File: config.mk
export PLATFORM = sky130hd
export DESIGN_NAME = fir_coeff_loader
export DESIGN_NICKNAME = d
export VERILOG_FILES = /design/src/rtl/fir_coeff_loader.sv
export SDC_FILE = /design/constraint.sdc
export NUM_CORES = 1
export LEC_CHECK = 0
export CORE_MARGIN = 2
export CORE_UTILIZATION = 37
export CTS_CLUSTER_DIAMETER = 100
export DETAILED_ROUTE_END_ITERATION = 7
export PLACE_DENSITY = 0.64
export RECOVER_POWER = 25
export SETUP_SLACK_MARGIN = 0.5
export SYNTH_ARGS = -nofsm -noshare
export SYNTH_HDL_FRONTEND = slang
export SYNTH_SLANG_ARGS = --single-unit
File: constraint.sdc
create_clock -name clk_i -period 4.1 [get_ports clk_i]
set_clock_uncertainty 0.2 [all_clocks]
set_input_delay 0.82 -clock clk_i [delete_from_list [all_inputs] [get_ports clk_i]]
set_output_delay 0.82 -clock clk_i [all_outputs]
set_load 0.1 [all_outputs]
File: src/rtl/fir_coeff_loader.sv
// Coefficient writer for systolic FIR filters: collects a tap set into a shadow
// bank over a stream port, then swaps it into the active bank on a ce_i cycle.
module fir_coeff_loader #(
  parameter int                            NTAPS        = 5,
  parameter int                            COEFF_BITS   = 18,
  parameter int                            FLUSH_CYCLES = 10,
  parameter logic [NTAPS*COEFF_BITS-1:0]   INIT_COEFFS  = '0
) (
  input  logic                          clk_i,
  input  logic                          rst_i,
  input  logic [COEFF_BITS-1:0]         s_tdata_i,
  input  logic                          s_tvalid_i,
  output logic                          s_tready_o,
  input  logic                          s_tlast_i,
  input  logic                          ce_i,
  output logic [NTAPS*COEFF_BITS-1:0]   coeff_o,
  output logic                          update_o,
  output logic                          settling_o,
  output logic                          err_o,
  input  logic                          err_clr_i,
  output logic [2:0]                    state_o
);

  // Handshake: a word transfers on a rising clk_i edge where s_tvalid_i and
  // s_tready_o are both high; s_tready_o never depends on s_tvalid_i.

  localparam int IDXW = (NTAPS > 1) ? $clog2(NTAPS) : 1;
  localparam int CNTW = (FLUSH_CYCLES > 0) ? $clog2(FLUSH_CYCLES + 1) : 1;
  localparam logic [IDXW-1:0] LAST_IDX   = IDXW'(NTAPS - 1);
  localparam logic [CNTW-1:0] FLUSH_LOAD = CNTW'(FLUSH_CYCLES);

  typedef enum logic [2:0] {
    IDLE    = 3'd0,
    COLLECT = 3'd1,
    DISCARD = 3'd2,
    PENDING = 3'd3,
    SETTLE  = 3'd4
  } state_t;

  state_t                        state_q, state_d;
  logic [IDXW-1:0]               idx_q;
  logic [CNTW-1:0]               cnt_q;
  logic [NTAPS*COEFF_BITS-1:0]   shadow_q;
  logic [NTAPS*COEFF_BITS-1:0]   coeff_q;
  logic                          update_q, settling_q, err_q;

  logic accept;
  logic shadow_we, idx_inc, idx_clr, err_set, apply, cnt_dec;

  assign s_tready_o = !rst_i && (state_q == IDLE || state_q == COLLECT || state_q == DISCARD);
  assign accept     = s_tvalid_i && s_tready_o;

  always_ff @(posedge clk_i) begin
    if (rst_i) state_q <= IDLE;
    else       state_q <= state_d;
  end

  always_comb begin
    state_d   = state_q;
    shadow_we = 1'b0;
    idx_inc   = 1'b0;
    idx_clr   = 1'b0;
    err_set   = 1'b0;
    apply     = 1'b0;
    cnt_dec   = 1'b0;
    case (state_q)
      IDLE, COLLECT: begin
        if (accept) begin
          shadow_we = 1'b1;
          if (idx_q == LAST_IDX) begin
            idx_clr = 1'b1;
            if (s_tlast_i) begin
              state_d = PENDING;
            end else begin
              err_set = 1'b1;
              state_d = DISCARD;
            end
          end else if (s_tlast_i) begin
            err_set = 1'b1;
            idx_clr = 1'b1;
            state_d = IDLE;
          end else begin
            idx_inc = 1'b1;
            state_d = COLLECT;
          end
        end
      end
      DISCARD: begin
        if (accept && s_tlast_i) state_d = IDLE;
      end
      PENDING: begin
        if (ce_i) begin
          apply   = 1'b1;
          state_d = (FLUSH_CYCLES == 0) ? IDLE : SETTLE;
        end
      end
      SETTLE: begin
        if (ce_i) begin
          cnt_dec = 1'b1;
          if (cnt_q == CNTW'(1)) state_d = IDLE;
        end
      end
      default: state_d = IDLE;
    endcase
  end

  always_ff @(posedge clk_i) begin
    if (rst_i) begin
      coeff_q    <= INIT_COEFFS;
      shadow_q   <= '0;
      idx_q      <= '0;
      cnt_q      <= '0;
      update_q   <= 1'b0;
      settling_q <= 1'b0;
      err_q      <= 1'b0;
    end else begin
      update_q <= apply;
      if (shadow_we) shadow_q[idx_q*COEFF_BITS +: COEFF_BITS] <= s_tdata_i;
      if (idx_clr)      idx_q <= '0;
      else if (idx_inc) idx_q <= idx_q + IDXW'(1);
      // The whole bank moves on one edge so the filter never sees a mixed set.
      if (apply) begin
        coeff_q    <= shadow_q;
        settling_q <= (FLUSH_CYCLES != 0);
        cnt_q      <= FLUSH_LOAD;
      end else if (cnt_dec) begin
        cnt_q <= cnt_q - CNTW'(1);
        if (cnt_q == CNTW'(1)) settling_q <= 1'b0;
      end
      if (err_set)        err_q <= 1'b1;
      else if (err_clr_i) err_q <= 1'b0;
    end
  end

  assign coeff_o    = coeff_q;
  assign update_o   = update_q;
  assign settling_o = settling_q;
  assign err_o      = err_q;
  assign state_o    = state_q;

endmodule

# Word level (Yosys, flattened, before mapping)
# Cells that the tools add are included.
# Widths: inputs -> output; s select.
dict set report word_totals {
  ff_bits 193
}
dict set report classes {
  add_sub_neg 3
  mul 1
  eq_ne 11
  n_shift 2
  mux 33
  reduce_logical 15
}
# op count
set ops {}
lappend ops {{$bwmux 90} 1}
lappend ops {{$shift 18x34->90 const A} 1}
lappend ops {{$shiftx 18x34->90} 1}
lappend ops {{$neg 8->34} 1}
lappend ops {{$mux 1} 23}
lappend ops {{$mux 3} 6}
lappend ops {{$pmux 3 s4} 1}
lappend ops {{$mux 4} 2}
lappend ops {{$ne 2x2->1 const B} 4}
lappend ops {{$mul 3x4->7 const B} 1}
lappend ops {{$eq 3x2->1 const B} 2}
lappend ops {{$eq 3x3->1 const B} 2}
lappend ops {{$reduce_bool 2->1} 3}
lappend ops {{$reduce_or 2->1} 3}
lappend ops {{$reduce_and 5->1} 1}
lappend ops {{$eq 4x1->1 const B} 1}
lappend ops {{$sub 4x1->4 const B} 1}
lappend ops {{$add 3x1->3 const B} 1}
lappend ops {{$eq 3x1->1 const B} 1}
lappend ops {{$logic_and 1x1->1} 3}
lappend ops {{$logic_not 3->1} 1}
lappend ops {{$logic_or 1x1->1} 2}
lappend ops {{$ne 2x1->1 const B} 1}
lappend ops {{$reduce_and 2->1} 1}
lappend ops {{$logic_not 1->1} 1}

# Depth between registers and ports, before layout
dict set report logic_depth {
  ltp_word 8
  depth_mapped 17
  depth_no_buf 10
}

# Least setup slack after synthesis
# Ideal clock, no wire load.
dict set report synth_path {
  path_kind {register -> register}
  from {register idx_q[0]}
  to {register shadow_q[58]}
  setup_time_ns 0.116
  t_arrival_ns 3.884
  t_required_ns 3.784
  slack_ns -0.100
  stages_incl_launch_ff 16
  n_path_buf 6
  synth_period_minus_slack_ns 4.200
  path_cell_list {dfxtp_1 -> clkbuf_1 -> inv_1 -> clkbuf_1 -> buf_1 -> ha_1 -> or4b_1 -> clkbuf_1 -> inv_1 -> ha_1 -> clkbuf_1 -> inv_1 -> or4_4 -> buf_6 -> or4_1 -> o211a_1}
}
dict set report synth_between {
  elab_chain_len 4
  elab_cells_between_ends 5
  cone_classes {add/sub: 1; mul: 1; shift: 2; mux: 1}
}
# item line_no
set synth_rtl {}
lappend synth_rtl {{from (decl)} 41} ;# logic [IDXW-1:0] idx_q;
lappend synth_rtl {{from (signal assigned)} 120} ;# else if (idx_inc) idx_q <= idx_q + IDXW'(1);
lappend synth_rtl {{$mul 3x4->7 (*)} 118} ;# if (shadow_we) shadow_q[idx_q*COEFF_BITS +: COEFF_BITS] <= s_tdata_i;
lappend synth_rtl {{$neg 8->34 (*)} 118}
lappend synth_rtl {{$shiftx 18x34->90 / $shift 18x34->90 (equally long branches)} 118}
lappend synth_rtl {{$bwmux 90 (*)} 118}
lappend synth_rtl {{to (signal, indexed assignment)} 118}
lappend synth_rtl {{to (decl)} 43} ;# logic [NTAPS*COEFF_BITS-1:0] shadow_q;
# Every way passes the cells marked *; elsewhere a longest branch is shown, timed or not.
# A chain may end at the register's enable or synchronous reset.

# Worst setup path after layout
dict set report layout_path {
  from {input port s_tvalid_i}
  to {register shadow_q[39]}
}
dict set report layout_between {
  elab_chain_len 3
}
# item line_no
set layout_rtl {}
lappend layout_rtl {{from (decl)} 12} ;# input logic s_tvalid_i,
lappend layout_rtl {{$logic_and 1x1->1} 51} ;# assign accept = s_tvalid_i && s_tready_o;
lappend layout_rtl {{$mux 1} 68} ;# if (accept) begin
lappend layout_rtl {{$mux 1} 66} ;# case (state_q)
# No other way between the ends.

==> results by group <==
Clocking
  • Reg clk slew, reported paths: 0.08 ns
  • Clk_lat worst skew: about 0.44 ns
  • Setup Fix Bufs, Post-CTS: 0
  • Num CTS Buffers: 17
  • H-tree levels: 4
  • Clk buf depth: 2
  • Sinks on Clock Net: approximately 190
  • Clock Tree Root: clkbuf_16
  • CTS tree: built

Global route
  • Number of global-route vias before repair: between 9000 and 10000
  • Total GRT Usage: 0.2570
  • Largest net degree at the start of global routing: 90
  • Global-route wire length before repair: roughly 56 mm
  • Initial antenna violation count: 1
  • Total gr overflow: 0

Placed design
  • Global placement routability congestion: 0.9916
  • Hpwl dp: approximately 26 mm
  • Placed inst area: about 12000 µm²
  • IO buf count: 120

Timing
  • WHS: between 0.2 and 0.3 ns
  • Fmax: between 0.2 and 0.3 GHz
  • Period utilization: 0.8739
  • Setup TNS: 0 ns
  • Post-route minimum period: ~3.6 ns
  • Pins Over Slew Limit: 0
  • Slew headroom: 0.3119
  • Final Setup Violations: 0
  • Unrepaired setup endpoints after global routing: false
  • Worst-Margin Slew: ~1.0 ns
  • Final Hold Viols: 0

Routing
  • DRC: 5
  • Drt initial violations: ~1300
  • ANT nets after route: 0
  • Post-Route M1 WL: ~16 mm
  • Vias per cell: about 5.9
  • DRT Wirelength: 36.29 mm
  • Uppermost routed layer: met4
  • Met3 wire length: about 2.8 mm
  • DR vias: between 10000 and 15000
  • Post-DR wirelength/cell: roughly 22 µm
  • Routed wl met2: 16.18 mm
  • Pre-Repair DR Iteration Count: 8

Status
  • Status: complete, but fails checks
  • Failing checks: DRC

Die
  • Die X: ~170 µm
  • Die area: around 28000 µm²
  • Initial Util: 0.3767
  • Core box area: 25980 µm²
  • DIE HEIGHT: 166.7 µm
  • Rows: 59
  • # IOs: about 120

Pwr
  • Clk pwr share: 0.419
  • Post-layout power: slightly above 4 mW
  • LEAKAGE: ~3.9 nW
  • Internal Power: around 3.0 mW
  • Switching Share: 0.2874
  • Logic pwr share: 0.123
  • Pwr Density: about 340 nW/µm²
  • Net Switching: 1.191 mW
  • VDD IR max: approximately 0.00018 V
  • Flop pwr share: 0.458

Yosys
  • Ys flop type: dfxtp_1
  • Synth Instances: around 1200
  • Mapped Area: about 10000 µm²
  • Yosys top cell by area: dfxtp_1
  • Synth Warn #: 0
  • Register bit total from synthesis: just under 200
  • Yosys top cell area share: 0.3947
  • Seq/Total Area, Yosys: 0.3947
  • Distinct cells, synth: 74
  • Asr flop ratio synth: 0
  • Post-synth net total: 1262
  • Number of flops mapped to enable cells by yosys: 0
  • Synth top area cells: dfxtp_1 (39%), nand2_1 (9.0%), a21oi_1 (7.9%), a211oi_1 (4.0%), mux2i_1 (3.1%)
  • Mapped Avg Cell Area: approximately 8.0 µm²

Finish
  • Fin nets: approximately 1400
  • Layout cells sized above 1: 0.1081
  • Syn-to-layout area delta: 24.96%
  • # fillers: between 2000 and 3000
  • FF+latch area: 3865 µm²
  • Cell area after layout: 12230 µm²
  • Multi-input gate area: between 5000 and 6000 µm²

Setup path
  • R2R cell count: 11
  • Critical path class: in2reg
  • Crit path from: s_tvalid_i
  • Worst reg2reg startpoint: idx_q[1]
  • Reg-to-reg endpoint: shadow_q[79]
  • Worst path required time: around 4.3 ns
  • CP endpoint: shadow_q[39]
  • Reg2reg setup slack: 0.63 ns
  • Critical Path End Type: flop
  • CP Launch Type: input port
  • CP Max Fanout: 17
  • Crit path DAT: 3.75 ns

Run
  • Max-Cap Viols: 0

Worst hold path
  • Hold crit path type: reg2reg
## synth_stat cells (all sizes together), types with 7 or more instances
cell	n
a2111oi	8
o22ai	10
a22o	9
mux2i	30
nor4	8
a21oi	155
nand4	12
o32ai	7
ha	8
mux2	9
buf	26
a221oi	10
o31ai	7
or2	7
a31oi	14
clkbuf	79
nand2	236
nor3	41
dfxtp	193
o21ai	34
a311oi	16
nor2b	21
a32oi	12
nor2	52
nand2b	8
and2	16
inv	21
nand3	25
a211oi	53
a22oi	25
## critical path: stages
cell and delay [ns]:
dlygate4sd3_1 0.56, nor4b_1 0.24, clkbuf_1 0.77, nand3_1 0.48, o32ai_2 0.55, o21ai_0 0.14
a31oi_1 0.16
## per-layer routing
| layer | vias to the layer above | GRT usage |
|---|---|---|
| met1 | 4768 | 0.3557 |
| li1 | 4718 | - |
| met2 | 456 | 0.3974 |
| met3 | 87 | 0.05394 |
| met4 | 0 | 0.08958 |
| met5 | - | 0 |
## logic make-up (layout without fill, tap and decap cells)
logic type,count (synthesis),in the layout,synth area share
flops,193,193,0.3947
simple gates,456,456,0.2186
buf+inv,127,247,0.05240
other cells,0,2,0
xor+xnor,5,5,0.004474
compound gates,396,396,0.2661
mux,44,44,0.05253
fa+ha+maj,9,9,0.01125
## state kept, by name (all words and copies together) (netlist names)
signal	cells
coeff_o	90
idx_q	3
update_o	1
err_o	1
shadow_q	90
settling_o	1
cnt_q	4
state_o	3
## layout make-up
type	instances	share of cell area
clock inverters	14	0.01524
well taps	335	0.03426
flip-flops and latches	193	0.3159
multi-input cells	910	0.4453
inverters	22	0.006751
clock buffers	18	0.03590
repair buffers	193	0.1462
diodes	2	0.0004091
## cells in the final DEF (no fill, tap or decap), types with 17 or more instances in the layout
cell,synthesis,final
nand3_1,25,25
inv_1,20,19
a211oi_1,52,52
mux2i_1,30,30
nor2_1,52,52
nand2_1,236,236
nor3_1,39,38
o21ai_0,34,34
nor2b_1,21,21
clkdlybuf4s50_1,0,115
dfxtp_1,193,192
buf_4,0,71
a22oi_1,25,25
a21oi_1,155,155
clkbuf_16,0,17
## power by group through the flow
stage	Sequential (mW)	Clock, mW	Combinational [mW]
3_3_place_gp	1.94	0	0.493
4_1_cts	1.90	1.77	0.490
6_report	1.90	1.74	0.508
2_1_floorplan	1.94	0	0.295
3_5_place_dp	1.94	0	0.488
5_1_grt	1.90	1.86	0.534
## per-stage QoR
step	util	setup slack [ns]	instances
after floorplan	-	0.5248	1230
final	0.4708	0.5169	1687
after detailed placement	0.4463	0.5749	1653
after global routing	0.4706	0.4699	1685
after global placement	0.4463	0.6063	1653
after CTS	0.4703	0.6242	1685
## worst min-delay path by stage
| stage | start | endpoint | cells after the start |
|---|---|---|---|
| 2_1_floorplan | shadow_q[35] | coeff_o[35] | 2 |
| 4_1_cts | shadow_q[65] | coeff_o[65] | 2 |
| 3_3_place_gp | shadow_q[83] | coeff_o[83] | 2 |
| 6_report | shadow_q[2] | coeff_o[2] | 2 |
| 5_1_grt | shadow_q[5] | coeff_o[5] | 2 |
| 3_5_place_dp | shadow_q[1] | coeff_o[1] | 2 |
## timing repair
| item | 4_1_cts | 5_1_grt |
|---|---|---|
| gates resized for setup | 0 | 4 |
| endpoints found under the setup margin | 0 | 9 |
| hold buffers | 0 | 0 |
| endpoints found under the hold margin | 0 | 0 |
No activity file was read; power rests on OpenSTA's default activity.
